### src/rtl/add_node_scheduler_if.sv
// Gene memory read port and output gene memory write port of the add-node scheduler.
interface add_node_scheduler_if #(
  parameter int GENE_SZ = 64,
  parameter int ADDR_SZ = 10
);
  logic               rd_en;
  logic [ADDR_SZ-1:0] rd_addr;
  logic [GENE_SZ-1:0] rd_data;
  logic               wr_en;
  logic [ADDR_SZ-1:0] wr_addr;
  logic [GENE_SZ-1:0] wr_data;
  logic               wr_ready;

  modport master (
    output rd_en, rd_addr, input rd_data,
    output wr_en, wr_addr, wr_data, input wr_ready
  );

  modport slave (
    input rd_en, rd_addr, output rd_data,
    input wr_en, wr_addr, wr_data, output wr_ready
  );
endinterface

### src/rtl/add_node_scheduler.sv
// Add-node mutation lane sequencer: streams one genome's genes through the lane,
// limits the genome to a single add-node mutation, and drains the lane's 1- or
// 3-gene result into the output gene memory under write backpressure.
//
// state   | meaning
// --------+--------------------------------------------------------------
// IDLE    | waiting for start; results of the last run held
// READ    | gene memory read strobe for gene idx
// WAIT    | read data returning; registered into lane_gene on exit
// FEED    | lane_state presented to the lane (mutate or pass)
// CAPTURE | lane result captured into the 3-entry buffer
// DRAIN   | buffered genes written in order out1, out2, out3
// DONE    | one-cycle done pulse, then back to IDLE
module add_node_scheduler #(
  parameter int GENE_SZ = 64,
  parameter int ATTR_SZ = 8,
  parameter int ADDR_SZ = 10
) (
  input  logic               clk,
  input  logic               rst,
  input  logic               start,
  input  logic [ATTR_SZ-1:0] genome_id,
  input  logic [ADDR_SZ-1:0] gene_base,
  input  logic [ADDR_SZ-1:0] out_base,
  input  logic [ADDR_SZ-1:0] gene_count,
  input  logic [ATTR_SZ-1:0] node_add_prob,
  input  logic [ATTR_SZ-1:0] random,
  output logic               busy,
  output logic               done,
  output logic [ADDR_SZ-1:0] out_count,
  output logic               mutated,
  add_node_scheduler_if.master mem,
  output logic [1:0]         lane_state,
  output logic [GENE_SZ-1:0] lane_gene,
  output logic [ATTR_SZ-1:0] lane_prob,
  output logic [ATTR_SZ-1:0] lane_random,
  output logic [ATTR_SZ-1:0] lane_genome_id,
  input  logic [GENE_SZ-1:0] lane_gene_out1,
  input  logic [GENE_SZ-1:0] lane_gene_out2,
  input  logic [GENE_SZ-1:0] lane_gene_out3,
  input  logic [2:0]         lane_out_valid
);

  typedef enum logic [2:0] {
    S_IDLE, S_READ, S_WAIT, S_FEED, S_CAPTURE, S_DRAIN, S_DONE
  } state_t;

  localparam logic [1:0] LANE_MUTATE = 2'b10;
  localparam logic [1:0] LANE_PASS   = 2'b00;
  localparam logic [1:0] LANE_IDLE   = 2'b11;

  state_t             state;
  logic [ADDR_SZ-1:0] gene_base_q, out_base_q, gene_count_q, idx;
  logic [GENE_SZ-1:0] buf_gene [0:2];
  logic [2:0]         buf_valid;
  logic [2:0]         sel_oh;

  logic               accept;
  logic [2:0]         src_valid;
  logic [2:0]         next_oh;
  logic [GENE_SZ-1:0] next_data;
  logic [ADDR_SZ-1:0] out_count_inc;
  logic [ADDR_SZ-1:0] idx_next;

  // Pick the next buffered entry to write: straight from the lane in CAPTURE,
  // from the buffer minus the entry being accepted this cycle in DRAIN.
  always_comb begin
    accept        = mem.wr_en && mem.wr_ready;
    out_count_inc = out_count + ADDR_SZ'(accept);
    idx_next      = idx + 1'b1;
    if (state == S_CAPTURE) src_valid = lane_out_valid;
    else                    src_valid = buf_valid & ~(accept ? sel_oh : 3'b000);
    next_oh   = 3'b000;
    next_data = '0;
    if (src_valid[0]) begin
      next_oh   = 3'b001;
      next_data = (state == S_CAPTURE) ? lane_gene_out1 : buf_gene[0];
    end else if (src_valid[1]) begin
      next_oh   = 3'b010;
      next_data = (state == S_CAPTURE) ? lane_gene_out2 : buf_gene[1];
    end else if (src_valid[2]) begin
      next_oh   = 3'b100;
      next_data = (state == S_CAPTURE) ? lane_gene_out3 : buf_gene[2];
    end
  end

  // Result buffer data; validity is tracked separately in the FSM.
  always_ff @(posedge clk) begin
    if (state == S_CAPTURE) begin
      buf_gene[0] <= lane_gene_out1;
      buf_gene[1] <= lane_gene_out2;
      buf_gene[2] <= lane_gene_out3;
    end
  end

  // Sequencer FSM with all outputs registered.
  always_ff @(posedge clk or negedge rst) begin
    if (!rst) begin
      state          <= S_IDLE;
      busy           <= 1'b0;
      done           <= 1'b0;
      out_count      <= '0;
      mutated        <= 1'b0;
      idx            <= '0;
      gene_base_q    <= '0;
      out_base_q     <= '0;
      gene_count_q   <= '0;
      buf_valid      <= 3'b000;
      sel_oh         <= 3'b000;
      mem.rd_en      <= 1'b0;
      mem.rd_addr    <= '0;
      mem.wr_en      <= 1'b0;
      mem.wr_addr    <= '0;
      mem.wr_data    <= '0;
      lane_state     <= LANE_IDLE;
      lane_gene      <= '0;
      lane_random    <= '0;
      lane_prob      <= '0;
      lane_genome_id <= '0;
    end else begin
      case (state)
        S_IDLE: begin
          if (start) begin
            gene_base_q    <= gene_base;
            out_base_q     <= out_base;
            gene_count_q   <= gene_count;
            lane_prob      <= node_add_prob;
            lane_genome_id <= genome_id;
            idx            <= '0;
            out_count      <= '0;
            mutated        <= 1'b0;
            busy           <= 1'b1;
            if (gene_count == '0) begin
              state <= S_DONE;
              done  <= 1'b1;
            end else begin
              state       <= S_READ;
              mem.rd_en   <= 1'b1;
              mem.rd_addr <= gene_base;
            end
          end
        end
        S_READ: begin
          mem.rd_en <= 1'b0;
          state     <= S_WAIT;
        end
        S_WAIT: begin
          lane_gene   <= mem.rd_data;
          lane_random <= random;
          lane_state  <= mutated ? LANE_PASS : LANE_MUTATE;
          state       <= S_FEED;
        end
        S_FEED: begin
          lane_state <= LANE_IDLE;
          state      <= S_CAPTURE;
        end
        S_CAPTURE, S_DRAIN: begin
          if (state == S_CAPTURE && lane_out_valid == 3'b111) mutated <= 1'b1;
          out_count   <= out_count_inc;
          buf_valid   <= src_valid;
          sel_oh      <= next_oh;
          mem.wr_en   <= |src_valid;
          mem.wr_addr <= out_base_q + out_count_inc;
          if (|src_valid) begin
            mem.wr_data <= next_data;
            state       <= S_DRAIN;
          end else if (state == S_CAPTURE) begin
            state <= S_DRAIN;
          end else begin
            idx <= idx_next;
            if (idx_next == gene_count_q) begin
              state <= S_DONE;
              done  <= 1'b1;
            end else begin
              state       <= S_READ;
              mem.rd_en   <= 1'b1;
              mem.rd_addr <= gene_base_q + idx_next;
            end
          end
        end
        S_DONE: begin
          done  <= 1'b0;
          busy  <= 1'b0;
          state <= S_IDLE;
        end
        default: state <= S_IDLE;
      endcase
    end
  end

endmodule
### src/flat_wrapper.sv
// flat-port wrapper written by rule: the top's interface ports become plain ports
module add_node_scheduler_flat 
#(
  parameter int GENE_SZ = 64,
  parameter int ATTR_SZ = 8,
  parameter int ADDR_SZ = 10
)
  (clk, rst, start, genome_id, gene_base, out_base, gene_count, node_add_prob, random, busy, done, out_count, mutated, lane_state, lane_gene, lane_prob, lane_random, lane_genome_id, lane_gene_out1, lane_gene_out2, lane_gene_out3, lane_out_valid, mem_rd_en, mem_rd_addr, mem_rd_data, mem_wr_en, mem_wr_addr, mem_wr_data, mem_wr_ready);
  add_node_scheduler_if #(.GENE_SZ(GENE_SZ), .ADDR_SZ(ADDR_SZ)) mem_i ();
  input  logic clk;
  input  logic rst;
  input  logic start;
  input  logic [ATTR_SZ-1:0] genome_id;
  input  logic [ADDR_SZ-1:0] gene_base;
  input  logic [ADDR_SZ-1:0] out_base;
  input  logic [ADDR_SZ-1:0] gene_count;
  input  logic [ATTR_SZ-1:0] node_add_prob;
  input  logic [ATTR_SZ-1:0] random;
  output logic busy;
  output logic done;
  output logic [ADDR_SZ-1:0] out_count;
  output logic mutated;
  output logic [1:0] lane_state;
  output logic [GENE_SZ-1:0] lane_gene;
  output logic [ATTR_SZ-1:0] lane_prob;
  output logic [ATTR_SZ-1:0] lane_random;
  output logic [ATTR_SZ-1:0] lane_genome_id;
  input  logic [GENE_SZ-1:0] lane_gene_out1;
  input  logic [GENE_SZ-1:0] lane_gene_out2;
  input  logic [GENE_SZ-1:0] lane_gene_out3;
  input  logic [2:0] lane_out_valid;
  output wire logic [$bits(mem_i.rd_en)-1:0] mem_rd_en;
  output wire logic [$bits(mem_i.rd_addr)-1:0] mem_rd_addr;
  input wire logic [$bits(mem_i.rd_data)-1:0] mem_rd_data;
  output wire logic [$bits(mem_i.wr_en)-1:0] mem_wr_en;
  output wire logic [$bits(mem_i.wr_addr)-1:0] mem_wr_addr;
  output wire logic [$bits(mem_i.wr_data)-1:0] mem_wr_data;
  input wire logic [$bits(mem_i.wr_ready)-1:0] mem_wr_ready;
  assign mem_rd_en = mem_i.rd_en;
  assign mem_rd_addr = mem_i.rd_addr;
  assign mem_i.rd_data = mem_rd_data;
  assign mem_wr_en = mem_i.wr_en;
  assign mem_wr_addr = mem_i.wr_addr;
  assign mem_wr_data = mem_i.wr_data;
  assign mem_i.wr_ready = mem_wr_ready;
  add_node_scheduler #(.GENE_SZ(GENE_SZ), .ATTR_SZ(ATTR_SZ), .ADDR_SZ(ADDR_SZ)) u_core (.clk(clk), .rst(rst), .start(start), .genome_id(genome_id), .gene_base(gene_base), .out_base(out_base), .gene_count(gene_count), .node_add_prob(node_add_prob), .random(random), .busy(busy), .done(done), .out_count(out_count), .mutated(mutated), .mem(mem_i), .lane_state(lane_state), .lane_gene(lane_gene), .lane_prob(lane_prob), .lane_random(lane_random), .lane_genome_id(lane_genome_id), .lane_gene_out1(lane_gene_out1), .lane_gene_out2(lane_gene_out2), .lane_gene_out3(lane_gene_out3), .lane_out_valid(lane_out_valid));
endmodule
### config.mk
export PLATFORM = sky130hd
export DESIGN_NAME = add_node_scheduler_flat
export DESIGN_NICKNAME = d
export VERILOG_FILES = /design/src/rtl/add_node_scheduler_if.sv /design/src/rtl/add_node_scheduler.sv /design/src/flat_wrapper.sv
export SDC_FILE = /design/constraint.sdc
export NUM_CORES = 1
export LEC_CHECK = 0
export BUFFER_PORTS_ARGS = -buffer_cell sky130_fd_sc_hd__clkbuf_2
export CELL_PAD_IN_SITES_DETAIL_PLACEMENT = 1
export CELL_PAD_IN_SITES_GLOBAL_PLACEMENT = 2
export CORE_MARGIN = 2
export CORE_UTILIZATION = 35
export CTS_CLUSTER_DIAMETER = 80
export DETAILED_ROUTE_END_ITERATION = 10
export HOLD_SLACK_MARGIN = 0.05
export MAX_ROUTING_LAYER = met4
export PLACE_DENSITY = 0.8
export SLEW_MARGIN = 40
export SYNTH_ARGS = -nofsm -noshare
export SYNTH_HDL_FRONTEND = slang
export SYNTH_SLANG_ARGS = --single-unit
### constraint.sdc
create_clock -name clk -period 5.57 [get_ports clk]
set_clock_uncertainty 0.15 [all_clocks]
set_input_delay 1.114 -clock clk [delete_from_list [all_inputs] [get_ports clk]]
set_output_delay 1.114 -clock clk [all_outputs]
set_load 0.005 [all_outputs]
---- Word-level counts from Yosys, hierarchy flattened ----
Memory sizes are Yosys's and may differ from the RTL's.
Index checks and enable logic that the tools add are counted.
operators by class
  bitwise operators ....................... 2
  equal/unequal tests ..................... 16
  reduce and logical (&&, ||, !) cells .... 20
  muxes and demuxes ....................... 49
  $add $sub $neg .......................... 4
operators with widths
  kind                     count
  $mux W64                 6
  $mux W10                 8
  $pmux W10 S2             3
  $mux W3                  10
  $add A10 B10 Y10         2
  $reduce_and A6 Y1        3
  $mux W1                  15
  $pmux W3 S5              1
  $eq A3 B3 Y1 const B     4
  $add A10 B1 Y10          1
  $add A10 B1 Y10 const B  1
  $eq A10 B10 Y1           1
  $logic_not A10 Y1        1
  $ne A2 B2 Y1 const B     5
  $reduce_and A2 Y1        4
  $eq A3 B2 Y1 const B     2
  $ne A2 B1 Y1 const B     3
  $pmux W1 S3              2
  $reduce_bool A2 Y1       3
  $reduce_bool A3 Y1       2
  $pmux W1 S2              2
  $pmux W2 S2              1
  $reduce_and A4 Y1        1
  $and A3 B3 Y3            1
  other kinds (8)          9
word-level totals
  bits of input ports ..................... 317
  memory bits (writable) .................. 192
  register bits after elaboration ......... 238
  memories ................................ 1
  output and inout port bits .............. 189
memory list
  name             depth  bits a word  read ports  clocked after memory_dff  write ports  RTL line                  text
  u_core.buf_gene  3      64           3           0                         3            add_node_scheduler.sv:54  logic [GENE_SZ-1:0] buf_gene [0:2];

---- Logic depth before layout (Yosys ltp) ----
Gate-level depths: netlist (run 1).
  word-level depth ........................ 8
  gate-level depth with buffers ........... 13
  gate-level depth less buffers ........... 13

---- Worst setup path after synthesis (run 1) ----
OpenSTA, ideal clock, no wires.
  path kind ............................... reg-to-reg
  from .................................... register u_core.state[1]
  to ...................................... register u_core.mem.wr_data[28]
  arrival time ............................ 4.194 ns
  data required time ...................... 5.285 ns
  cell stages (with the launch flop) ...... 9
  setup slack ............................. 1.091 ns
  setup time .............................. 0.135 ns
  path through ............................ dfrtp_1 or3b_1 inv_2 buf_4 buf_2 mux2i_1 o221ai_1 o21ai_0 o21ai_0
on the way
  cells in the longest elaborated chain, start to end .. 5
  elaborated cells on any way between the ends .. 12
ends and longest elaborated chain
  element                                     RTL line                                            text
  start: declaration                          add_node_scheduler.sv:52                            state_t state;
  start signal: assignment                    add_node_scheduler.sv:99                            state <= S_IDLE;
  start signal: assignment                    add_node_scheduler.sv:134                           state <= S_DONE;
  start signal: assignment                    add_node_scheduler.sv:137                           state <= S_READ;
  $eq A3 B3 Y1                                --
  $mux W64 / $mux W3 (equally long branches)  add_node_scheduler.sv:83, add_node_scheduler.sv:71
  $mux W64                                    add_node_scheduler.sv:81                            end else if (src_valid[2]) begin
  $mux W64                                    add_node_scheduler.sv:78                            end else if (src_valid[1]) begin
  $mux W64                                    add_node_scheduler.sv:75                            if (src_valid[0]) begin
  end signal: assignment                      add_node_scheduler.sv:165                           mem.wr_data <= next_data;
  end: declaration                            add_node_scheduler_if.sv:16                         output wr_en, wr_addr, wr_data, input wr_ready
Several ways; a longest one is shown, not always the timed one.
A chain may end at the register's enable or synchronous reset.

---- Worst setup path in the final report (run 1) ----
  from .................................... register u_core.state[0]
  to ...................................... register u_core.mem.wr_data[13]
Same word-level chain as after synthesis.

==> impl_summary.txt, run 1 <==
----------------------------------------------------
[Worst hold path]
  Worst Hold Path Cells ... 2
  Min-Delay Startpoint ... u_core.lane_prob[1]$_DFFE_PN0P_
  Worst Hold End ... u_core.lane_prob[1]$_DFFE_PN0P_
  Worst hold-check path type ... reg -> reg

[Synthesis]
  Number of enable-type register cells in the synthesized netlist ... 192
  Yosys warnings ... 0
  Synth area leaders ... dfrtp_1 30%, edfxtp_1 30%, mux2_2 8.4%, mux2i_1 6.7%, nand2_1 5.5%
  Most used DFF post-synth ... dfrtp_1
  Yosys top cell area share ... 30.3%
  Leading cell types by count after synthesis ... 286 x nand2_1, 235 x dfrtp_1, 192 x edfxtp_1, 178 x o21ai_0, 145 x mux2_2
  Synthesis-stage register bit count ... 429
  Leading area contributor after synthesis ... dfrtp_1
  Sequential-to-total area share from yosys stat ... 60.2%
  Unique cell type count in the Yosys netlist ... 72
  Total nets after synthesis ... 1917
  Syn avg cell area ... 12.3 um^2
  Most numerous cell in the Yosys netlist ... nand2_1
  Fraction of synthesis flops using an asynchronous set or reset pin ... 55.2%
  Instance count of the mapped netlist ... 1577
  Post-synth design cell area ... 0.0194 mm^2

[Clock tree]
  Maximum level of the CTS H-tree ... 2
  Post-CTS resize count ... 0
  Root buffer cell ... clkbuf_16
  Hold buffer count at CTS ... 0
  Clk slew on worst S/H paths ... ~60 ps
  Num Clock Sinks ... 429
  Bufs on Longest Clock Path ... 3
  Total CTS buffers ... 50
  Clock tree from TritonCTS ... done
  Clock latency on the worst-skew pair ... 590 ps
  Number of buffers inserted to repair setup after CTS ... 0

[Drt]
  Routed wire per std cell ... 20.6 um
  Post-Route WL ... 58700 um
  Avg Vias per Cell ... 5.06
  Number of search-and-repair iterations in the first detailed-routing pass ... 5
  Post-route DRC ... 0
  Antenna-violating nets left ... 0
  Total number of vias ... 14400
  Number of DRC violations after detailed-routing iteration 0 ... around 740

[STA]
  Final critical-path share of the clock period ... 65.5%
  Fin Hold WS ... between 300 and 400 ps
  Setup violators final ... 0
  Measured slew at the worst slew-check pin ... 760 ps
  Count of endpoints failing hold in the final timing report ... 0
  Max Freq ... 274 MHz
  Fin crit period ... 3650 ps
  Final max-slew violation count ... 0
  Total negative slack ... 0 ps
  Unrepaired setup endpoints after global routing ... no
  Headroom to the max-slew limit ... 49.2%

[Critical path]
  Worst EP arrival ... 3950 ps
  Register-to-Register Setup Slack ... between 1500 and 2000 ps
  CP dominant cell by count ... o21ai_0
  Worst-path cell chain ... or3b_1, inv_12, buf_12, buf_16, mux2_2, o21ai_0, o21ai_0
  Reg2reg start ... u_core.state[0]$_DFFE_PN0N_
  Required arrival time at the worst endpoint ... ~5900 ps
  Cells on worst reg2reg path ... 7
  Critical path endpoint category ... flop
  Cell with the biggest individual delay on the critical path ... or3b_1
  Category of the critical setup timing path ... reg -> reg
  Kind of cell with the highest combined delay on the critical path ... buffers and inverters
  Critical path depth in cells ... 7
  Worst reg2reg endpoint ... u_core.mem.wr_data[13]$_DFFE_PN0P_
  Element type at the critical path start ... flop
  Worst stage delay on the critical path ... 610 ps
  CP Max Fanout ... 125
  Crit path buffers/inverters ... 3

[Power]
  IR Drop Worst-Case VDD ... between 0.3 and 0.4 mV
  Leakage dissipation ... 10.5 nW
  Power per cell area ... between 500 and 600 mW/mm^2

[Floorplan]
  Die span in x ... 240 um
  Overall die height ... around 240 um
  Total Die Area ... about 0.057 mm^2
  I/O Pins ... ~510
  Initial cell density of the core ... 35.3%
  Placement row count ... 86
  Placeable core region ... between 0.05 and 0.06 mm^2

[Job]
  Max capacitance violation total ... 0

[Layout]
  Area growth, synth to finish ... 25.6%
  Final #Nets ... around 2400
  Fillers ... roughly 6000
  Layout cells sized above 1 ... a little over a third
  Post-route insts no fill ... 2847

[GRT]
  Maximum number of pins on one net before global-route repair ... 166
  Remaining global-route overflow ... 0
  All-layer global routing usage ... 20.8%
  Number of global-route vias before repair ... 15800
  Wire length of the first global-routing pass ... 90900 um
  Antenna violations before repair ... 7

[Place]
  Buffers added on ports ... 505
  Final weighted congestion in routability-driven placement ... 0.852
  Post-DP HPWL ... 40700 um
  Number of placed cells counting well taps ... between 2000 and 3000

[Run status]
  Status ... finished, final reports clean

----------------------------------------------------
==> layout by cell type (no fill, tap or decap), types with 5 or more instances in the layout <==
master	Yosys	layout
and3_1	6	6
a21oi_1	21	20
mux2i_1	130	130
buf_4	5	11
a21o_1	10	10
o221ai_1	64	64
ha_1	21	21
inv_1	16	16
diode_2	0	8
clkbuf_8	0	10
mux2_2	145	145
dfrtp_1	235	235
clkbuf_16	0	50
xnor2_1	22	22
nand2_1	286	283
nor2_1	17	15
edfxtp_1	192	192
clkinv_2	0	5
nand3_1	29	28
o21ai_0	178	178
clkinv_1	1	6
clkbuf_1	53	13
xor2_1	18	18
clkbuf_2	0	504
nor3_1	8	8
==> worst max-delay path by stage <==
stage | end | slack, ps | from
4_1_cts | u_core.mem.wr_data[22]$_DFFE_PN0P_ | 1860 | u_core.state[2]$_DFFE_PN0N_
3_3_place_gp | u_core.mem.wr_addr[8]$_DFFE_PN0N_ | 1610 | mem_wr_ready
2_1_floorplan | u_core.mem.wr_data[28]$_DFFE_PN0P_ | 1090 | u_core.state[1]$_DFFE_PN0N_
6_report | u_core.mem.wr_data[13]$_DFFE_PN0P_ | 1920 | u_core.state[0]$_DFFE_PN0N_
3_5_place_dp | u_core.mem.wr_addr[8]$_DFFE_PN0N_ | 1550 | mem_wr_ready
5_1_grt | u_core.mem.wr_data[8]$_DFFE_PN0P_ | 1590 | u_core.state[2]$_DFFE_PN0N_
==> flip-flops by register name (all words and copies together) (netlist names), 10 cells and up <==
register,cells
u_core.lane_gene,64
u_core.mem.wr_data,64
u_core.mem.rd_addr,10
u_core.idx,10
u_core.mem.wr_addr,10
u_core.buf_gene,192
u_core.out_base_q,10
u_core.gene_count_q,10
u_core.gene_base_q,10
u_core.out_count,10
==> worst reg2reg max path: stages (launching register included) <==
cell and delay [ps]:
dfrtp_1 540, or3b_1 610, inv_12 500, buf_12 530, buf_16 460, mux2_2 490
o21ai_0 160, o21ai_0 100
==> final cells by class <==
cell class	instances	area, um^2	area share (%)
Sequential cell	429	11700	48.0
Multi-Input combinational cell	1032	7280	29.8
Timing Repair Buffer	522	2730	11.2
Clock buffer	73	1440	5.89
Tap cell	748	936	3.84
Clock inverter	17	211	0.867
Inverter	18	80.1	0.328
Antenna cell	8	20.0	0.0821
==> power by group <==
group,total [W],leakage [nW],internal (W),switching (W)
logic,0.00451,4.96,0.00194,0.00256
clock network,0.00332,0.810,0.00197,0.00135
registers,0.00496,4.69,0.00438,0.000584
==> logic make-up after synthesis <==
group                      share of synthesized area, %
and+or+nand+nor                                    8.45
xor gates and xnor gates                           1.92
adders and majority gates                          1.56
AOI/OAI and AO/OA                                  10.2
buffers and inverters                              2.59
DFF                                                60.2
muxes                                              15.1
==> stage by stage <==
step	worst slack, ps	area [um^2]	total power (W)	util [%]
3_5_place_dp	1550	22700	0.00957	41.3
4_1_cts	1860	24300	0.0130	44.3
2_1_floorplan	1090	19400	0.00773	-
3_3_place_gp	1610	22700	0.00937	41.2
5_1_grt	1590	24400	0.0136	44.4
6_report	1920	24400	0.0128	44.4
==> layer usage <==
metal  global-route usage [%]  part of all wire (%)
met1                     24.6                    41
met2                     35.1                    51
met3                     4.73                   5.5
met4                     6.50                   2.6
met5                        -                     0
(Power assumes the default switching activity.)
==> run 2, diff against run 1 <==
- CORE_UTILIZATION: 35 -> 31
- PLACE_DENSITY: 0.8 -> 0.75
- clock period: 5.57 -> 3.3 ns (I/O delays scaled with it)
==> run 2 against run 1 <==
Combinational power is 80% higher. Critical path type unchanged. Routed wire length is 3.7% higher. Largest cell class unchanged. Setup slack worse by 1700 ps.
==> impl_summary.txt, run 2 (synthesis results as in run 1) <==
----------------------------------------------------
[Clock tree]
  Total CTS buffers ... 51
  Clock tree from TritonCTS ... done
  Num Clock Sinks ... 429
  Clk slew on worst S/H paths ... about 60 ps
  Number of buffers inserted to repair setup after CTS ... 0
  Root buffer cell ... clkbuf_16
  Bufs on Longest Clock Path ... 3
  Clock latency on the worst-skew pair ... 600 ps
  Maximum level of the CTS H-tree ... 2

[Worst hold path]
  Worst Hold Path Cells ... 1
  Worst Hold End ... u_core.buf_gene[0][137]$_DFFE_PP_
  Min-Delay Startpoint ... lane_gene_out3[9]
  Worst hold-check path type ... in -> reg

[Critical path]
  Crit path buffers/inverters ... 1
  Worst reg2reg endpoint ... u_core.mem.wr_addr[8]$_DFFE_PN0N_
  Category of the critical setup timing path ... reg -> reg
  Kind of cell with the highest combined delay on the critical path ... simple AND/OR/NAND/NOR gates
  Reg2reg start ... u_core.mem.wr_en$_DFFE_PN0N_
  Worst stage delay on the critical path ... about 630 ps
  Required arrival time at the worst endpoint ... 3680 ps
  Worst EP arrival ... 3460 ps
  Worst-path cell chain ... nand2_1, inv_1, ha_1, ha_1, xor2_1, ha_1, a21oi_1, o21bai_1, a21o_1, a21o_1, a21oi_1, or4b_2, nand3_1
  Cell with the biggest individual delay on the critical path ... or4b_2
  CP Max Fanout ... 5
  Element type at the critical path start ... flop
  Launch point of the worst path ... u_core.mem.wr_en$_DFFE_PN0N_
  Register-to-Register Setup Slack ... 220 ps
  Critical path endpoint category ... flop
  CP dominant cell by count ... ha_1
  Cells on worst reg2reg path ... 13

[STA]
  Count of endpoints failing hold in the final timing report ... 0
  Max Freq ... 324 MHz
  Final max-slew violation count ... 0
  Unrepaired setup endpoints after global routing ... no
  Final critical-path share of the clock period ... slightly above 90%
  Setup violators final ... 0
  Fin crit period ... between 3000 and 4000 ps
  Fin Hold WS ... 88.7 ps
  Headroom to the max-slew limit ... 53.9%
  Measured slew at the worst slew-check pin ... 691 ps
  Total negative slack ... 0 ps

[Floorplan]
  Placeable core region ... roughly 0.062 mm^2
  Placement row count ... a little over 90
  Overall die height ... 254 um
  Die span in x ... between 200 and 300 um
  Initial cell density of the core ... 31.4%
  I/O Pins ... 506
  Total Die Area ... 0.0647 mm^2

[Layout]
  Finished layout cell area ... 0.0251 mm^2
  Multi-input gate area in the final layout ... 0.00728 mm^2
  Register with the most flip-flops ... u_core.buf_gene
  Area growth, synth to finish ... 29.0%
  Post-route insts no fill ... 2993
  Leading cell type in the layout, fill and taps excluded ... clkbuf_2
  Final #Nets ... approximately 2400
  End-of-flow core utilization ... approximately 40%
  Layout cells sized above 1 ... 38.2%
  Regs by FF count ... u_core.buf_gene x192, u_core.lane_gene x64, u_core.mem.wr_data x64
  Most frequent cells in the layout ... 504 x clkbuf_2, 283 x nand2_1, 234 x dfrtp_1, 192 x edfxtp_1, 178 x o21ai_0
  Area of all sequential standard cells ... around 0.012 mm^2
  Flip-flop count of the largest register, all copies and words added ... 192
  Fillers ... 6803

[Place]
  Placed Area ... ~0.023 mm^2
  Buffers added on ports ... 505
  Final weighted congestion in routability-driven placement ... 0.837
  Number of placed cells counting well taps ... 2886
  Post-DP HPWL ... about 44000 um

[Power]
  IR Drop Worst-Case VDD ... 0.487 mV
  Power per cell area ... 880 mW/mm^2
  Leakage dissipation ... 10.8 nW

[Job]
  Max capacitance violation total ... 0

[GRT]
  Number of global-route vias before repair ... 15900
  Maximum number of pins on one net before global-route repair ... between 80 and 90
  Wire length of the first global-routing pass ... between 90000 and 100000 um
  Antenna violations before repair ... 11
  Remaining global-route overflow ... 0
  All-layer global routing usage ... roughly a fifth

[Drt]
  Total number of vias ... 14600
  Number of DRC violations after detailed-routing iteration 0 ... 658
  Post-route DRC ... 0
  Antenna-violating nets left ... 0
  Routed wire per std cell ... 20.3 um
  Post-Route WL ... around 61000 um
  Number of search-and-repair iterations in the first detailed-routing pass ... 4
  Avg Vias per Cell ... around 4.9

[Run status]
  Status ... finished, final reports clean

----------------------------------------------------
==> run 2: cell count changes in the layout (fill, tap and decap cells not counted), moves of 2 or more <==
| cell | before | now |
|---|---|---|
| clkinv_1 | 6 | 4 |
| clkbuf_8 | 10 | 13 |
| clkbuf_16 | 50 | 52 |
| buf_4 | 11 | 48 |
| diode_2 | 8 | 12 |
| clkinv_2 | 5 | 7 |
| buf_12 | 3 | 17 |
| inv_6 | 0 | 2 |
| buf_6 | 2 | 0 |
| bufinv_16 | 4 | 1 |
==> run 2: routing by layer <==
metal	GRT usage (%)	part of all wire, %	up-vias
li1	-	-	6838
met5	-	0	-
met3	4.47	5.9	99
met2	31.3	50	353
met1	22.6	41	7306
met4	6.25	2.8	0
==> run 2: worst reg2reg max path: stages (launching register included) <==
cell and delay [ps]:
dfrtp_1 420, nand2_1 120, inv_1 50, ha_1 210
ha_1 220, xor2_1 170, ha_1 320, a21oi_1 80
o21bai_1 170, a21o_1 140, a21o_1 140, a21oi_1 90
or4b_2 630, nand3_1 110
==> run 2: worst max path at each step <==
stage / end / slack [ps] / depth (start not counted)
2_1_floorplan: u_core.mem.wr_addr[8]$_DFFE_PN0N_ / 180 / 13
3_3_place_gp: u_core.mem.wr_addr[8]$_DFFE_PN0N_ / -4 / 14
3_5_place_dp: u_core.mem.wr_addr[8]$_DFFE_PN0N_ / -70 / 14
4_1_cts: u_core.mem.rd_addr[9]$_DFFE_PN0P_ / 180 / 12
5_1_grt: u_core.mem.wr_addr[8]$_DFFE_PN0N_ / 70 / 13
6_report: u_core.mem.wr_addr[8]$_DFFE_PN0N_ / 220 / 13
==> run 2: stage by stage <==
step / worst slack (ps) / power (W)
final: 217 / 0.0220
after global routing: 69.9 / 0.0234
after CTS: 181 / 0.0224
after detailed placement: -70.7 / 0.0166
after global placement: -4.33 / 0.0163
after floorplan: 176 / 0.0130
==> run 2: power breakdown <==
| part | switching, W | total (W) | leakage [nW] | internal, W |
|---|---|---|---|---|
| registers | 0.000927 | 0.00832 | 4.69 | 0.00739 |
| logic | 0.00452 | 0.00812 | 5.26 | 0.00360 |
| clock network | 0.00234 | 0.00561 | 0.824 | 0.00327 |
| total | 0.00778 | 0.0220 | 10.8 | 0.0143 |
==> run 2: area by class of cell <==
class                           instances  area share [%]
Timing Repair Buffer                  571            13.0
Clock inverter                         15           0.559
Antenna cell                           12           0.120
Clock buffer                           79            6.12
Inverter                               18           0.300
Multi-Input combinational cell       1032            29.1
Tap cell                              837            4.18
Sequential cell                       429            46.7
==> run 2: timing repair <==
| action | 4_1_cts | 5_1_grt |
|---|---|---|
| hold buffers | 1 | 0 |
| hold endpoints to repair | 81 | 0 |
| setup endpoints to repair | 0 | 2 |
| gates resized for setup | 0 | 3 |
